<file path="config.mk">
export PLATFORM = sky130hd
export DESIGN_NAME = core_ifu_fq
export DESIGN_NICKNAME = d
export VERILOG_FILES = /design/src/rtl/core_ifu_fq.sv
export SDC_FILE = /design/constraint.sdc
export NUM_CORES = 1
export LEC_CHECK = 0
export CAP_MARGIN = 30
export CORE_ASPECT_RATIO = 1.2
export CORE_MARGIN = 2
export CORE_UTILIZATION = 23
export CTS_CLUSTER_SIZE = 14
export DETAILED_ROUTE_END_ITERATION = 12
export PLACE_DENSITY_LB_ADDON = 0.2
export RECOVER_POWER = 50
export SYNTH_ARGS = -nofsm -noshare
export SYNTH_HDL_FRONTEND = slang
export SYNTH_SLANG_ARGS = --single-unit
</file>
<file path="constraint.sdc">
create_clock -name clk -period 10.81 [get_ports clk]
set_clock_uncertainty 0.15 [all_clocks]
set_input_delay 1.081 -clock clk [delete_from_list [all_inputs] [get_ports clk]]
set_output_delay 1.081 -clock clk [all_outputs]
set_load 0.05 [all_outputs]
</file>
<file path="src/rtl/core_ifu_fq.sv">
// Instruction-fetch unit: keeps up to FQ_DEPTH imem requests in flight, buffers
// in-order responses with their PCs and hands them to decode over valid/ready.
module core_ifu_fq #(
    parameter int                 PC_W       = 32,
    parameter int                 INSTR_W    = 32,
    parameter logic [PC_W-1:0]    RESET_PC   = '0,
    parameter int                 FQ_DEPTH   = 4,
    parameter logic [INSTR_W-1:0] HOLD_INSTR = 32'h0000_0073
) (
    input  logic               clk,
    input  logic               rst,
    output logic               imem_req_valid,
    output logic [PC_W-1:0]    imem_req_addr,
    input  logic               imem_req_ready,
    input  logic               imem_rsp_valid,
    input  logic [INSTR_W-1:0] imem_rsp_instr,
    input  logic               redirect_valid,
    input  logic [PC_W-1:0]    redirect_pc,
    output logic               id_valid,
    output logic [PC_W-1:0]    id_pc,
    output logic [INSTR_W-1:0] id_instr,
    input  logic               id_ready,
    output logic               halted
);
    localparam int IDX_W = $clog2(FQ_DEPTH);
    localparam int PTR_W = IDX_W + 1;

    logic [PC_W-1:0]    pc_reg, pc_next;
    logic [PTR_W-1:0]   rd_reg, rd_next;
    logic [PTR_W-1:0]   fill_reg, fill_next;
    logic [PTR_W-1:0]   alloc_reg, alloc_next;
    logic [PTR_W-1:0]   drop_cnt_reg, drop_cnt_next;
    logic               halted_reg, halted_next;

    logic [PC_W-1:0]    entry_pc_reg    [FQ_DEPTH];
    logic [INSTR_W-1:0] entry_instr_reg [FQ_DEPTH];
    logic [FQ_DEPTH-1:0] entry_filled_reg;

    logic [IDX_W-1:0]   rd_idx, fill_idx, alloc_idx;
    logic [PTR_W:0]     credit_used;
    logic               issue_fire, deq_fire, rsp_keep, hold_hit;
    logic [PTR_W-1:0]   alloc_after_issue;
    logic [PTR_W-1:0]   redirect_drop_sum;
    logic [FQ_DEPTH-1:0] alloc_we, fill_we;

    assign rd_idx    = rd_reg[IDX_W-1:0];
    assign fill_idx  = fill_reg[IDX_W-1:0];
    assign alloc_idx = alloc_reg[IDX_W-1:0];

    // Every slot held by a queued entry or an outstanding response (live or
    // to-be-dropped) consumes one credit, so a response always finds a slot.
    assign credit_used = {1'b0, alloc_reg - rd_reg} + {1'b0, drop_cnt_reg};

    assign imem_req_valid = !rst && !halted_reg && !redirect_valid
                            && (credit_used < (PTR_W+1)'(FQ_DEPTH));
    assign imem_req_addr  = pc_reg;

    assign id_valid = (rd_reg != fill_reg) && entry_filled_reg[rd_idx];
    assign id_pc    = id_valid ? entry_pc_reg[rd_idx]    : '0;
    assign id_instr = id_valid ? entry_instr_reg[rd_idx] : '0;
    assign halted   = halted_reg;

    assign issue_fire = imem_req_valid && imem_req_ready;
    assign deq_fire   = id_valid && id_ready;
    assign rsp_keep   = imem_rsp_valid && !redirect_valid && (drop_cnt_reg == '0);
    assign hold_hit   = rsp_keep && (imem_rsp_instr == HOLD_INSTR);

    assign alloc_after_issue = issue_fire ? alloc_reg + PTR_W'(1) : alloc_reg;
    assign redirect_drop_sum = drop_cnt_reg + (alloc_reg - fill_reg);

    genvar gi;
    generate
        for (gi = 0; gi < FQ_DEPTH; gi = gi + 1) begin : g_entry_we
            assign alloc_we[gi] = issue_fire && (alloc_idx == IDX_W'(gi));
            assign fill_we[gi]  = rsp_keep && (fill_idx == IDX_W'(gi));
        end
    endgenerate

    always_comb begin
        pc_next       = pc_reg;
        rd_next       = rd_reg;
        fill_next     = fill_reg;
        alloc_next    = alloc_reg;
        drop_cnt_next = drop_cnt_reg;
        halted_next   = halted_reg;
        if (redirect_valid) begin
            // Everything still outstanding becomes a drop; a response arriving
            // this very cycle is one of them and is retired immediately.
            pc_next     = redirect_pc;
            rd_next     = alloc_reg;
            fill_next   = alloc_reg;
            alloc_next  = alloc_reg;
            halted_next = 1'b0;
            if (imem_rsp_valid && (redirect_drop_sum != '0)) begin
                drop_cnt_next = redirect_drop_sum - PTR_W'(1);
            end else begin
                drop_cnt_next = redirect_drop_sum;
            end
        end else begin
            if (issue_fire) begin
                alloc_next = alloc_reg + PTR_W'(1);
                pc_next    = pc_reg + PC_W'(4);
            end
            if (deq_fire) begin
                rd_next = rd_reg + PTR_W'(1);
            end
            if (imem_rsp_valid) begin
                if (drop_cnt_reg != '0) begin
                    drop_cnt_next = drop_cnt_reg - PTR_W'(1);
                end else begin
                    fill_next = fill_reg + PTR_W'(1);
                    if (hold_hit) begin
                        // Squash every younger request, including one issued now.
                        halted_next   = 1'b1;
                        alloc_next    = fill_reg + PTR_W'(1);
                        drop_cnt_next = alloc_after_issue - fill_reg - PTR_W'(1);
                    end
                end
            end
        end
    end

    always_ff @(posedge clk or posedge rst) begin
        if (rst) begin
            pc_reg       <= RESET_PC;
            rd_reg       <= '0;
            fill_reg     <= '0;
            alloc_reg    <= '0;
            drop_cnt_reg <= '0;
            halted_reg   <= 1'b0;
        end else begin
            pc_reg       <= pc_next;
            rd_reg       <= rd_next;
            fill_reg     <= fill_next;
            alloc_reg    <= alloc_next;
            drop_cnt_reg <= drop_cnt_next;
            halted_reg   <= halted_next;
        end
    end

    always_ff @(posedge clk or posedge rst) begin
        if (rst) begin
            for (int i = 0; i < FQ_DEPTH; i++) begin
                entry_pc_reg[i]    <= '0;
                entry_instr_reg[i] <= '0;
            end
            entry_filled_reg <= '0;
        end else begin
            for (int i = 0; i < FQ_DEPTH; i++) begin
                if (alloc_we[i]) begin
                    entry_pc_reg[i]     <= pc_reg;
                    entry_filled_reg[i] <= 1'b0;
                end
                if (fill_we[i]) begin
                    entry_instr_reg[i]  <= imem_rsp_instr;
                    entry_filled_reg[i] <= 1'b1;
                end
            end
        end
    end

endmodule

</file>
==> results_dict.tcl, run 1 <==
set metrics [dict create \
    status "complete, but fails checks" \
    violations "capacitance limit, slew limit" \
    finalNetCount 1337 \
    hold_depth 2 \
    crit_top_cell "buf_4" \
    r2r_setup_slack_ps 5770 \
    tritoncts "built" \
    finalHoldViolations 0 \
    place_inst 2024 \
    dr.pass1.iters 4 \
    synthMuxAreaShare_pct 28.5 \
    reg2reg_depth 12 \
    antenna_found_initial 2 \
    grt_pass1_vias 10187 \
    die_w_um 234 \
    r2r_start "rd_reg[0]" \
    die_area_sq_um 65700 \
    drtIter0Drc 498 \
    synthAdderAreaFrac_pct 2.26 \
    hp-class "reg -> reg" \
    post_cts_buffers 0 \
    start_util_pct 23.2 \
    rsz0062_at_grt "false" \
    ios 169 \
    hold_end "entry_pc_reg[11]" \
    clockBufferDepth 3 \
    tns_ps 0 \
    syn_area_sq_um 14600 \
    fmax_ghz 0.167 \
    tightest_slew_ps 4800 \
    timing.final.crit_share_pct 55.5 \
    gp_congestion 0.690 \
    cts.repair.resized 0 \
    setup_viol_count_final 0 \
    p_per_area_nw_per_um2 261 \
    synth_top_flop_cell "dfrtp_1" \
    critPathSlowestCell "dfrtp_4" \
    place_hpwl_mm 27.2 \
    root_buffer "clkbuf_16" \
    fillers 6370 \
    clock-sinks 305 \
    synth_xor_area_share_pct 1.23 \
    wirelength_mm 42.4 \
    final_util_pct 29.2 \
    drc_errors 0 \
    synth_warnings 0 \
    synth_nets 1184 \
    ant_nets 0 \
    grt_max_degree 102 \
    placed_cell_area_sq_um 17200 \
    synth_top_family_by_area "multiplexers" \
    clk_pin_slew_ps 60 \
    area.growth.synth_to_final_pct 26.0 \
    drt-vias-per-instance 4.51 \
    yosys.area_share.simple_pct 8.37 \
    max_stage_delay_ps 920 \
    layout_common_cells "303 x dfrtp_1, 236 x mux2_2, 165 x clkdlybuf4s50_1, 77 x nand2_1" \
    cp.arrival_ps 4770 \
    vias 9436 \
    worstSkewPairLatency_ps 550 \
    crit_required_ps 9580 \
    h-tree-depth 2 \
    drive_above_1_share_pct 30.7 \
    synth-compound-area-share_pct 4.68 \
    layout_commonest_cell "dfrtp_1" \
    synth_edf_count 0 \
    p_leak_uw 0.00817 \
    crit_path_start_kind "register" \
    grt-ovfl-total 0 \
    port_buffers 168 \
    cts_hold_buf 0 \
    period_needed_ps 6000 \
    die_h_um 280 \
    grt_pass1_wl_mm 64.8 \
    synthArstFlopShare_pct 100 \
    ir_drop_uv 154 \
    synthCells 1090 \
    slew_viol_final 270 \
    final_cells 2094 \
    avgSynthCellArea_sq_um 13.4 \
    cap_viol_max_count 6 \
    routedWlPerCell_um 20.2 \
    timing.critical_path.fanout_max 42 \
    crit_chain "buf_4 -> mux4_2 -> o31a_2 -> buf_4 -> and2_1 -> clkdlybuf4s50_1" \
    coreArea_sq_um 63100 \
    reg2reg_to "imem_req_addr[24]" \
    max_slew_margin_pct -222 \
    cp-end-kind "output pin" \
    synth_seq_cells 305 \
    row_count 101 \
    grt.total_usage_pct 13.1 \
    stdcell_area_sq_um 18400 \
    numCtsBuffers 39 \
    crit_type "reg -> out" \
    synth-seq-area-share_pct 52.1 \
    worstHoldStart "entry_pc_reg[11]" \
    synth.distinct_cells 51 \
]
==> critical path: cells and delay by family (launching register included) <==
| family | cells | cell delay [ps] |
|---|---|---|
| compound gates | 1 | 580 |
| buf+inv | 3 | 2070 |
| simple gates | 1 | 200 |
| mux | 1 | 360 |
| flops | 1 | 920 |
==> stage by stage <==
step / power, uW / hold WS [ps] / worst slack (ps)
4_1_cts: 4950 / 328 / 4520
5_1_grt: 5160 / 351 / 4360
2_1_floorplan: 3060 / 292 / 1150
3_5_place_dp: 3660 / 316 / 5150
3_3_place_gp: 3620 / 307 / 5200
6_report: 4820 / 322 / 4810
==> cell type report <==
cell class | count | area [sq um] | share of cell area (%)
antenna | 2 | 5.00 | 0.0271
clock buffer | 56 | 1110 | 6.03
clock inverter | 10 | 98.8 | 0.536
inverter | 25 | 95.1 | 0.516
multi-input combinational | 682 | 6610 | 35.8
sequential | 305 | 7640 | 41.4
tap | 824 | 1030 | 5.59
timing repair buffer | 190 | 1850 | 10.0
==> metal layers <==
metal | track usage [%] | vias to the layer above | wire length (um)
li1 | - | 4301 | -
met1 | 16.3 | 4892 | 17900
met5 | 0 | - | 25
met2 | 22.7 | 171 | 21400
met3 | 2.67 | 68 | 1840
met4 | 4.19 | 4 | 1170
==> power by group <==
part           internal, uW  switching (uW)
Combinational           874             913
Clock                   737             506
Sequential             1500             290
==> synthesized netlist by cell type, types with 2 or more instances <==
| master | count | area (sq um) |
|---|---|---|
| nor4bb_1 | 4 | 40.0 |
| clkbuf_1 | 43 | 161 |
| o21ai_0 | 42 | 210 |
| and4_1 | 2 | 17.5 |
| nand4_1 | 8 | 50.1 |
| o311ai_0 | 14 | 123 |
| xor2_1 | 6 | 52.6 |
| xnor2_1 | 12 | 105 |
| a32oi_1 | 2 | 17.5 |
| a31oi_1 | 3 | 18.8 |
| nand3_1 | 19 | 95.1 |
| inv_1 | 25 | 93.8 |
| and3_1 | 2 | 12.5 |
| mux4_2 | 65 | 1460 |
| or4_1 | 6 | 45.0 |
| fa_1 | 4 | 80.1 |
| a22oi_1 | 2 | 15.0 |
| nor3_1 | 10 | 50.1 |
| or2_2 | 2 | 12.5 |
| o211ai_1 | 13 | 97.6 |
| dfrtp_1 | 305 | 7630 |
| nor4_1 | 5 | 31.3 |
| nor2_1 | 13 | 48.8 |
| nor2b_1 | 2 | 12.5 |
| a21o_1 | 5 | 37.5 |
| mux2_2 | 236 | 2660 |
| buf_1 | 20 | 75.1 |
| buf_2 | 13 | 65.1 |
| mux2i_1 | 5 | 50.1 |
| ha_1 | 20 | 250 |
| a21oi_1 | 12 | 60.1 |
| and2_1 | 65 | 407 |
| a221o_1 | 5 | 50.1 |
| nand2_1 | 83 | 312 |
==> cell families after synthesis <==
family,count (synthesis)
AOI/OAI and AO/OA,104
DFF,305
adders and majority gates,24
and+or+nand+nor,229
buffers and inverters,103
muxes,306
xor gates and xnor gates,19
==> how the worst max path moves through the flow <==
| stage | startpoint | to | slack, ps | cells past startpoint |
|---|---|---|---|---|
| 3_3_place_gp | rd_reg[0] | id_instr[28] | 5200 | 6 |
| 2_1_floorplan | rst | alloc_reg[0] | 1150 | 1 |
| 5_1_grt | rd_reg[0] | id_instr[22] | 4360 | 6 |
| 6_report | rd_reg[0] | id_instr[17] | 4810 | 6 |
| 4_1_cts | rd_reg[0] | id_instr[17] | 4520 | 6 |
| 3_5_place_dp | rd_reg[0] | id_instr[30] | 5150 | 6 |
(Power assumes the default switching activity.)
==> run 2, diff against run 1 <==
clock period = 5.7 ns   (was 10.81 ns; I/O delays follow)
==> run 2 against run 1 <==
  * The flow still finishes with violations (capacitance limit, slew limit)
  * Combinational power up 97%
  * Non-clock buffer count increased by 2
  * Design area is 0.52% lower
  * Count of clock-buffer cells in the layout down 2
  * Sequential share of layout area increased by 0.22 points
  * Worst setup slack worse by 3900 ps
==> results_dict.tcl, run 2 (synthesis gave the netlist of run 1 again) <==
set metrics [dict create \
    cp-end-kind "output pin" \
    violations "capacitance limit, slew limit" \
    die_area_sq_um 65700 \
    gp_congestion 0.705 \
    clock-sinks 305 \
    final_cells 2090 \
    rsz0062_at_grt "false" \
    port_buffers 168 \
    drt-met1-wl_mm 18.5 \
    place_hpwl_mm 27.3 \
    numCtsBuffers 37 \
    status "complete, but fails checks" \
    setup_viol_count_final 0 \
    die_w_um 234 \
    place_inst 2028 \
    crit_family "buffers and inverters" \
    stdcell_area_sq_um 18300 \
    die_h_um 280 \
    cap_viol_max_count 5 \
    period_needed_ps 4780 \
    p_per_area_nw_per_um2 493 \
    drive_above_1_share_pct 30.6 \
    pwr-share-comb_pct 38.9 \
    drtIter0Drc 553 \
    ir_drop_uv 233 \
    dr_wl_met3_mm 1.87 \
    crit_type "reg -> out" \
    grt.total_usage_pct 13.2 \
    tightest_slew_ps 2890 \
    final-seq-area_sq_um 7640 \
    highest_layer "met5" \
    vias 9512 \
    max_stage_delay_ps 910 \
    critPathSlowestCell "clkdlybuf4s50_1" \
    h-tree-depth 2 \
    crit_chain "inv_1 -> ha_1 -> inv_1 -> fa_1 -> xor2_1 -> xnor2_1 -> ha_1 -> or4_4 -> nor3_1 -> clkdlybuf4s50_1" \
    cts_hold_buf 0 \
    tritoncts "built" \
    root_buffer "clkbuf_16" \
    area.growth.synth_to_final_pct 25.3 \
    crit_required_ps 4980 \
    clk_pin_slew_ps 50 \
    worst-path-buf-inv 3 \
    grt_pass1_vias 10250 \
    cp.arrival_ps 4060 \
    layout_commonest_cell "dfrtp_1" \
    start_util_pct 23.2 \
    fillers 6438 \
    cts.repair.resized 0 \
    swShare_pct 35.6 \
    whs_ps 322 \
    post_cts_buffers 0 \
    antenna_found_initial 1 \
    ant_nets 0 \
    hp-class "reg -> reg" \
    ios 169 \
    row_count 101 \
    p_clk_share_pct 24.9 \
    crit_path_start_kind "register" \
    grt_max_degree 119 \
    wirelength_mm 42.3 \
    power_switching_uw 3220 \
    timing.critical_path.fanout_max 6 \
    timing.final.crit_share_pct 83.9 \
    routed-wl-met2_mm 21.1 \
    max_slew_margin_pct -92.5 \
    multiInputGateArea_sq_um 6610 \
    slew_viol_final 237 \
    fmax_ghz 0.209 \
    seqPwrFrac_pct 36.2 \
    intPower_uw 5830 \
    clockBufferDepth 3 \
    worstSkewPairLatency_ps 550 \
    grt-ovfl-total 0 \
    drc_errors 0 \
    drt-vias-per-instance 4.55 \
    finalNetCount 1337 \
    layout_common_cells "303 x dfrtp_1, 236 x mux2_2, 166 x clkdlybuf4s50_1, 78 x nand2_1" \
    p_leak_uw 0.00813 \
    tns_ps 0 \
    routedWlPerCell_um 20.3 \
    coreArea_sq_um 63100 \
    dr.pass1.iters 6 \
    grt_pass1_wl_mm 65.5 \
    total_power_uw 9050 \
    placed_cell_area_sq_um 17200 \
    finalHoldViolations 0 \
]
-- run 2: cell count changes in the layout (fill, tap and decap cells not counted), sizes merged --
cell,previous run,this run
dlygate4sd3,2,1
clkbuf,65,62
clkdlybuf4s50,165,166
diode,2,1
buf,14,17
inv,25,24
clkinvlp,3,1
-- run 2: layout make-up --
cell class | count | share of cell area, %
well taps | 824 | 5.62
flip-flops and latches | 305 | 41.7
multi-input cells | 682 | 36.0
repair buffers | 192 | 10.1
clock inverters | 7 | 0.389
diodes | 1 | 0.0136
inverters | 25 | 0.518
clock buffers | 54 | 5.73
-- run 2: worst register-to-register path, cell delays in order (launching register included) --
cell,delay [ps]
dfrtp_1,420
inv_1,210
ha_1,190
inv_1,50
fa_1,370
xor2_1,160
xnor2_1,140
ha_1,270
or4_4,460
nor4b_4,300
buf_4,350
nand2_1,100
o21ai_0,160
fa_1,480
a211oi_1,210
a21oi_1,70
mux2_2,360
-- run 2: final timing paths --
path                                startpoint             endpoint  slack, ps  cells after the start
max                               alloc_reg[0]       imem_req_valid        920                     10
min                        entry_filled_reg[2]  entry_filled_reg[2]        320                      2
max reg2reg                       alloc_reg[0]      drop_cnt_reg[1]       1180                     16
min reg2reg                entry_filled_reg[2]  entry_filled_reg[2]        320                      2
max in group asynchronous                  rst     entry_pc_reg[20]       1240                      3
min in group asynchronous                  rst     imem_req_addr[5]        820                      2
-- run 2: stage by stage --
step | setup slack, ps | utilization (%)
CTS | 902 | 29.1
detailed placement | 1220 | 27.4
global placement | 1280 | 27.4
floorplan | 734 | -
finish | 920 | 29.1
global route | 471 | 29.1
-- run 2: routing by layer --
layer	GRT usage [%]	vias up
met3	2.41	59
met1	17.1	4988
met2	22.5	184
met5	0	-
met4	3.34	2
li1	-	4279
-- run 2: power groups by stage --
stage,registers (uW),logic [uW],clock network [uW]
floorplan,3270,2540,0
global placement,3290,3590,0
detailed placement,3320,3620,0
CTS,3280,3640,2340
global route,3380,3890,2440
finish,3280,3520,2250
==> run 3, diff against run 2 <==
clock period = 4.95 ns   (was 5.7 ns; I/O delays follow)
==> run 3 against run 2 <==
  * The run still ends with capacitance limit, slew limit left
  * Critical path depth shrank 4
  * Global-route usage grew 0.18 points
  * Highest routed layer unchanged
  * Worst setup slack lost 340 ps
  * Design area grew 0.95%
  * Register-to-register slack lost 530 ps
  * Die area is the same
  * Wire length grew 1.8%
  * Critical endpoint is now id_instr[16]
  * Sequential cell count is the same
  * Clock power grew 26%
==> results_dict.tcl, run 3 (synthesis gave the netlist of run 1 again) <==
set metrics [dict create \
    grt_pass1_vias 10388 \
    timing.final.crit_share_pct 88.3 \
    place_inst 2029 \
    row_count 101 \
    h-tree-depth 2 \
    layout_commonest_cell "dfrtp_1" \
    crit_path_start_kind "register" \
    crit_type "reg -> out" \
    drt-vias-per-instance 4.52 \
    cp-end-kind "output pin" \
    grt.total_usage_pct 13.4 \
    violations "capacitance limit, slew limit" \
    die_area_sq_um 65700 \
    area.growth.synth_to_final_pct 26.5 \
    clockBufferDepth 3 \
    port_buffers 168 \
    max_slew_margin_pct -59.2 \
    tightest_slew_ps 2390 \
    antenna_found_initial 2 \
    wirelength_mm 43.1 \
    hold_depth 2 \
    hp-class "reg -> reg" \
    routedWlPerCell_um 20.6 \
    grt_max_degree 107 \
    final_cells 2096 \
    clock-sinks 305 \
    coreArea_sq_um 63100 \
    post_cts_buffers 0 \
    rsz0062_at_grt "false" \
    finalNetCount 1340 \
    grt_pass1_wl_mm 66.2 \
    ios 169 \
    worstSkewPairLatency_ps 540 \
    status "complete, but fails checks" \
    grt-ovfl-total 0 \
    p_per_area_nw_per_um2 581 \
    gp_congestion 0.707 \
    reg2reg_depth 16 \
    tritoncts "built" \
    ant_nets 0 \
    start_util_pct 23.2 \
    ir_drop_uv 260 \
    final_util_pct 29.4 \
    drc_errors 0 \
    timing.critical_path.fanout_max 27 \
    dr.pass1.iters 5 \
    cts.repair.resized 0 \
    place_hpwl_mm 28.1 \
    root_buffer "clkbuf_16" \
    cp.arrival_ps 3720 \
    drtIter0Drc 456 \
    die_w_um 234 \
    vias 9468 \
    numCtsBuffers 39 \
    cts_hold_buf 0 \
    clk_pin_slew_ps 60 \
    period_needed_ps 4370 \
    drive_above_1_share_pct 32.7 \
    die_h_um 280 \
    setup_viol_count_final 0 \
    slew_viol_final 283 \
    whs_ps 319 \
    crit_required_ps 4300 \
    cap_viol_max_count 5 \
    finalHoldViolations 0 \
    p_leak_uw 0.00828 \
    layout_common_cells "303 x dfrtp_1, 236 x mux2_2, 142 x clkdlybuf4s50_1, 78 x nand2_1" \
    tns_ps 0 \
    fmax_ghz 0.229 \
]
run 3: cell types whose count changed in the layout (fill, tap and decap cells not counted), sizes merged:
cell and change:
buf +20, bufinv +2, clkbuf -1, clkdlybuf4s50 -24
clkinv -3, clkinvlp +2, dlygate4sd3 +7, inv +3
run 3: layout make-up:
type | count | area (sq um)
clock inverter | 11 | 146
antenna | 1 | 2.50
tap | 824 | 1030
clock buffer | 55 | 1120
multi-input combinational | 682 | 6610
inverter | 25 | 95.1
fill | 6355 | 44500
timing repair buffer | 193 | 1880
sequential | 305 | 7640
run 3: metal layers:
layer / part of all wire, % / track usage (%)
met3: 4.3 / 2.73
met4: 1.8 / 3.19
met5: 0.060 / 0
met2: 51 / 23.5
met1: 43 / 16.7
run 3: where the power goes:
group	internal, uW	leakage, uW	switching (uW)
logic	1960	0.00362	2150
clock network	1720	0.000616	1120
registers	3270	0.00404	522
total	6960	0.00828	3790
run 3: worst paths after layout:
check	startpoint	to	slack, ps
max in group asynchronous	rst	imem_req_addr[26]	910
min in group asynchronous	rst	entry_pc_reg[98]	710
setup reg to reg	alloc_reg[0]	drop_cnt_reg[2]	650
hold reg to reg	entry_pc_reg[4]	entry_pc_reg[4]	320
hold / removal	entry_pc_reg[4]	entry_pc_reg[4]	320
setup / recovery	rd_reg[0]	id_instr[16]	580
run 3: worst max-delay path: stages (launching register included):
cell	delay, ps
dfrtp_4	400
buf_4	390
buf_16	290
buf_4	570
mux4_2	570
and2_1	200
clkdlybuf4s50_1	700
run 3: per-stage QoR:
stage / power, uW / cell area (sq um) / worst slack, ps
detailed placement: 8090 / 17300 / 648
finish: 10800 / 18500 / 581
global route: 11500 / 18500 / 289
CTS: 11000 / 18600 / 398
floorplan: 6690 / 14600 / 112
global placement: 7980 / 17200 / 665
